File: src/rtl/switch_debouncer.sv
// Switch/button conditioner: per-bit synchroniser, stability-counter debounce
// filter and a registered one-cycle "changed" strobe.
// Optional feature macro: DEBOUNCE_EDGE_EN adds per-bit rise/fall strobes.
module switch_debouncer #(
    parameter int WIDTH       = 2,
    parameter int CNT_MAX     = 1000000,
    parameter int SYNC_STAGES = 2
) (
    input  logic             clk,
    input  logic             rst_n,
    input  logic [WIDTH-1:0] sw_in,
    output logic [WIDTH-1:0] sw_out,
    output logic             changed
`ifdef DEBOUNCE_EDGE_EN
    ,
    output logic [WIDTH-1:0] rise,
    output logic [WIDTH-1:0] fall
`endif
);

    localparam int             CW       = $clog2(CNT_MAX + 1);
    localparam logic [CW-1:0] CNT_LAST = CW'(CNT_MAX - 1);

    // Synchroniser chain; stage 0 samples the raw pin, the last stage is the
    // clean in-domain copy used by the filter.
    logic [SYNC_STAGES-1:0][WIDTH-1:0] sync_q;
    logic [WIDTH-1:0]                  s;

    logic [CW-1:0]    cnt      [WIDTH];
    logic [CW-1:0]    cnt_next [WIDTH];
    logic [WIDTH-1:0] accept;

    assign s = sync_q[SYNC_STAGES-1];

    // Shift raw levels through the synchroniser flops.
    always_ff @(posedge clk or negedge rst_n) begin
        if (!rst_n) begin
            sync_q <= '0;
        end else begin
            sync_q <= {sync_q[SYNC_STAGES-2:0], sw_in};
        end
    end

    // Per-bit filter decision: restart on agreement, count on disagreement,
    // accept the new level once the count has reached its last value.
    always_comb begin
        accept = '0;
        for (int i = 0; i < WIDTH; i++) begin
            cnt_next[i] = '0;
            if (s[i] != sw_out[i]) begin
                if (cnt[i] == CNT_LAST) begin
                    accept[i]   = 1'b1;
                    cnt_next[i] = '0;
                end else begin
                    cnt_next[i] = cnt[i] + CW'(1);
                end
            end
        end
    end

    // Stability counters; clearing on accept means they never wrap.
    always_ff @(posedge clk or negedge rst_n) begin
        if (!rst_n) begin
            for (int i = 0; i < WIDTH; i++) begin
                cnt[i] <= '0;
            end
        end else begin
            for (int i = 0; i < WIDTH; i++) begin
                cnt[i] <= cnt_next[i];
            end
        end
    end

    // Debounced levels flip on accept; the strobe marks the cycle after it.
    always_ff @(posedge clk or negedge rst_n) begin
        if (!rst_n) begin
            sw_out  <= '0;
            changed <= 1'b0;
        end else begin
            sw_out  <= sw_out ^ accept;
            changed <= |accept;
        end
    end

`ifdef DEBOUNCE_EDGE_EN
    // Direction strobes, aligned with changed; the accepted level is s.
    always_ff @(posedge clk or negedge rst_n) begin
        if (!rst_n) begin
            rise <= '0;
            fall <= '0;
        end else begin
            rise <= accept & s;
            fall <= accept & ~s;
        end
    end
`endif

endmodule

File: config.mk
export PLATFORM = sky130hd
export DESIGN_NAME = switch_debouncer
export DESIGN_NICKNAME = d
export VERILOG_FILES = /design/src/rtl/switch_debouncer.sv
export SDC_FILE = /design/constraint.sdc
export NUM_CORES = 1
export LEC_CHECK = 0
export BUFFER_PORTS_ARGS = -buffer_cell sky130_fd_sc_hd__buf_2
export CORE_ASPECT_RATIO = 1.25
export CORE_MARGIN = 2
export CORE_UTILIZATION = 60
export DETAILED_ROUTE_END_ITERATION = 10
export PLACE_DENSITY_LB_ADDON = 0.12
export SLEW_MARGIN = 20
export SYNTH_ARGS = -nofsm -noshare
export SYNTH_HDL_FRONTEND = slang
export SYNTH_SLANG_ARGS = --single-unit
export TNS_END_PERCENT = 1
File: constraint.sdc
create_clock -name clk -period 5.9 [get_ports clk]
set_clock_uncertainty 0.05 [all_clocks]
set_input_delay 1.475 -clock clk [delete_from_list [all_inputs] [get_ports clk]]
set_output_delay 1.475 -clock clk [all_outputs]
set_load 0.005 [all_outputs]
==> impl_results.md <==
* Cell breakdown of the critical path: or4_1 > or4_4 > o41ai_4 > a21oi_1
* Multiplexer area fraction after synthesis at 1.18%
* Register-to-register path setup slack at 3180 ps
* Sink of the worst hold path: s[0]
* Predominant post-synthesis flop cell: sky130_fd_sc_hd__dfrtp_1
* DRC violation total after the first TritonRoute iteration at 120
* Run status: finished clean
* Portion of the clock cycle consumed by the worst path in the final layout at 46.1%
* Number of gates resized after CTS at 0
* Post-synthesis average cell area at 10.4 um2
* Max Clock Freq at 0.368 GHz
* Endpoints failing setup at 0
* Power density cells at 231 nW/um2
* Portion of the post-synthesis area used by sequential elements at 52.6%
* Unrepaired setup endpoints after global routing: false
* Number of flops mapped to enable cells by yosys at 0
* Count of buffering cells on the critical path with inverters included at 0
* Pleak at 0.980 nW
* Number of fillers in the final layout at 288
* CP Max Fanout at 19
* Type of element launching the critical path: register
* XOR/XNOR share of the synthesized area at 11.8%
* Net total in the final layout at 231
* Max-cap violation count at 0
* Total CTS buffers at 5
* Number of global-route vias before repair at 1701
* CTS tree: built
* Area of the die at 4230 um2
* Detailed-routing iteration count for the pre-antenna-repair pass at 5
* CTS clock-pin slew for the worst setup and hold paths at 90 ps
* Highest cell delay on the worst timing path at 900 ps
* WP data arrival at 2800 ps
* Post-route total power at 0.556 mW
* Global-route wire length before repair at 7630 um
* Number of cell rows at 24
* Drt wl/cell at 16.5 um
* Seq cells post-synth at 47
* Post-layout worst setup margin at 3180 ps
* Largest vdd supply drop at 0.165 mV
* Crit. End Element: register
* Kind of critical path: register to register
* Pin count of the biggest net entering global routing at 48
* Complex-gate fraction of the synthesized area at 6.66%
* CP max stage cell: sky130_fd_sc_hd__o41ai_4
* Post-route minimum period at 2720 ps
* Distinct cells, synth at 31
* Port Buffers at 6
* Via density per instance at 6.34
* Storage element area at 1180 um2
* Post-detailed-routing wire length at 4370 um
* Reg2Reg Launch Point: cnt[10]
* Worst Setup Slack post-DPL at 3190 ps
* Transition time at the pin with the least slew margin at 965 ps
* Last weighted congestion value of the routability-driven placer at 0.804
* H-tree depth reported by CTS at 2
* Floorplan core area at 3540 um2
* Net count after synthesis at 221
* Reg2Reg Capture Point: cnt[18]
* Largest buffer count on any clock path at 2
* Largest delay contributor family on the critical path: compound AO/OA/AOI/OAI gates
* Source of the worst hold timing path: sync_q[0]
* Area occupied by multi-input gates at 1020 um2
* Simple-gate portion of the synthesized area at 24.5%
* Proportion of register bits with asynchronous set or reset after synthesis at 100%
* Setup tns final at 0 ps
* Dominant combinational cell family by area after synthesis: simple AND/OR/NAND/NOR gates
* Worst hold path type: register to register
* Hold-fix buffer count after cts at 0
* Overall die height at 72.2 um
* Worst-case reg-to-reg path depth at 4
* Starting utilization of the core area at 63.1%
* Syn Std Cell Area at 2230 um2
* Overflow after GRT at 0
* Total I/O pin count at 7
* Cells after synthesis at 215
* Data required, critical path at 5980 ps
* Inserted Diodes at 0
* Antenna violations before repair at 0
* Ratio of cells with drive above 1 in the final layout at 10.6%
* Overall fraction of global-route tracks in use at 23.6%
* Rel. slew slack at 35.5%
* Cell at the root of the clock tree: sky130_fd_sc_hd__clkbuf_8
* Total number of vias at 1681
* Antenna violation net count after detailed routing at 0
* Insertion delay to the later sink of the worst-skew pair at 300 ps
* Share of synthesized cell area in full adder, half adder and majority cells at 1.12%
* Relative area change from synthesis to final layout at 7.84%
* Number of endpoints with negative hold slack in the final report at 0
* Residual DRC at 0
* Yosys synthesis warning count at 0
* Hold Path Depth at 0
* Final-report max-slew violation count at 0
* Die width at 58.6 um
* Count of clock tree sinks at 47
* HPWL Detailed at 3010 um
* Setup Buffers After CTS at 0
[flip-flops by register name, indices dropped and copies added, names as in the netlist, named ones only]
name	flops
changed	1
sync_q	2
cnt	40
s	2
[worst reg2reg max path, cell delays in order (launching register included)]
cell	delay (ps)
sky130_fd_sc_hd__dfrtp_1	420
sky130_fd_sc_hd__or4_1	520
sky130_fd_sc_hd__or4_4	510
sky130_fd_sc_hd__o41ai_4	900
sky130_fd_sc_hd__a21oi_1	140
[worst max path at each step]
stage                     startpoint        to  slack, ps  depth (start not counted)
after floorplan              cnt[10]  register       3490                          4
after global placement       cnt[10]    cnt[2]       3280                          4
after detailed placement     cnt[10]   cnt[18]       3190                          4
after CTS                    cnt[10]   cnt[18]       3170                          4
after global routing         cnt[10]    cnt[3]       3000                          4
final                        cnt[10]   cnt[18]       3180                          4
[Yosys cell counts, types with 2 or more instances]
master / instances / area share (%)
sky130_fd_sc_hd__a21oi_1: 9 / 2.0
sky130_fd_sc_hd__a31o_2: 2 / 0.78
sky130_fd_sc_hd__and3_1: 4 / 1.1
sky130_fd_sc_hd__and4_1: 3 / 1.2
sky130_fd_sc_hd__clkbuf_1: 2 / 0.34
sky130_fd_sc_hd__dfrtp_1: 47 / 53
sky130_fd_sc_hd__ha_1: 2 / 1.1
sky130_fd_sc_hd__inv_1: 8 / 1.3
sky130_fd_sc_hd__nand2_1: 11 / 1.8
sky130_fd_sc_hd__nand3_1: 10 / 2.2
sky130_fd_sc_hd__nand4_1: 12 / 3.4
sky130_fd_sc_hd__nor2_1: 32 / 5.4
sky130_fd_sc_hd__nor3_1: 6 / 1.3
sky130_fd_sc_hd__nor4_1: 6 / 1.7
sky130_fd_sc_hd__o21ai_0: 3 / 0.67
sky130_fd_sc_hd__o31ai_1: 5 / 1.7
sky130_fd_sc_hd__or3_1: 5 / 1.4
sky130_fd_sc_hd__or4_1: 6 / 2.0
sky130_fd_sc_hd__or4_4: 2 / 1.0
sky130_fd_sc_hd__xnor2_1: 20 / 7.8
sky130_fd_sc_hd__xor2_1: 10 / 3.9
[power by group]
| group | internal [mW] | switching (mW) |
|---|---|---|
| clock | 0.0957 | 0.109 |
| sequential | 0.326 | 0.00479 |
| combinational | 0.00610 | 0.0137 |
[layout make-up]
type | instances | share of cell area, %
Sequential cell | 47 | 48.8
Clock buffer | 6 | 3.43
Clock inverter | 2 | 0.675
Multi-Input combinational cell | 157 | 42.5
Tap cell | 39 | 2.02
Inverter | 8 | 1.25
Timing Repair Buffer | 6 | 1.35
[logic make-up after synthesis]
kind of cell,count (synthesis)
compound gates,21
xor+xnor,30
fa+ha+maj,2
buf+inv,11
flops,47
mux,2
simple gates,102
[per-stage QoR]
step                util (%)  std cells  hold slack [ps]  area [um2]
floorplan                  -        215              281        2230
global placement        64.9        257              282        2300
detailed placement      65.1        257              292        2310
CTS                     67.9        265              312        2410
global route            68.0        265              334        2410
finish                  68.0        265              311        2410
[layer usage]
metal	track usage, %	wire [um]	share of wire (%)
met4	9.85	127	2.9
met2	42.6	2430	56
met5	0	0	0
met3	4.63	155	3.5
met1	26.7	1660	38
[cells in the final DEF (no fill, tap or decap), types with 4 or more instances in the layout]
cell type and count:
sky130_fd_sc_hd__nor3_1 6, sky130_fd_sc_hd__nand3_1 10, sky130_fd_sc_hd__buf_2 5, sky130_fd_sc_hd__or4_1 6, sky130_fd_sc_hd__nor2_1 32, sky130_fd_sc_hd__nand4_1 12, sky130_fd_sc_hd__clkbuf_8 6, sky130_fd_sc_hd__xnor2_1 20
sky130_fd_sc_hd__a21oi_1 9, sky130_fd_sc_hd__or3_1 5, sky130_fd_sc_hd__o31ai_1 4, sky130_fd_sc_hd__inv_1 8, sky130_fd_sc_hd__dfrtp_1 47, sky130_fd_sc_hd__and3_1 4, sky130_fd_sc_hd__xor2_1 10, sky130_fd_sc_hd__nor4_1 6
sky130_fd_sc_hd__nand2_1 11
No activity file was read; power rests on OpenSTA's default activity.
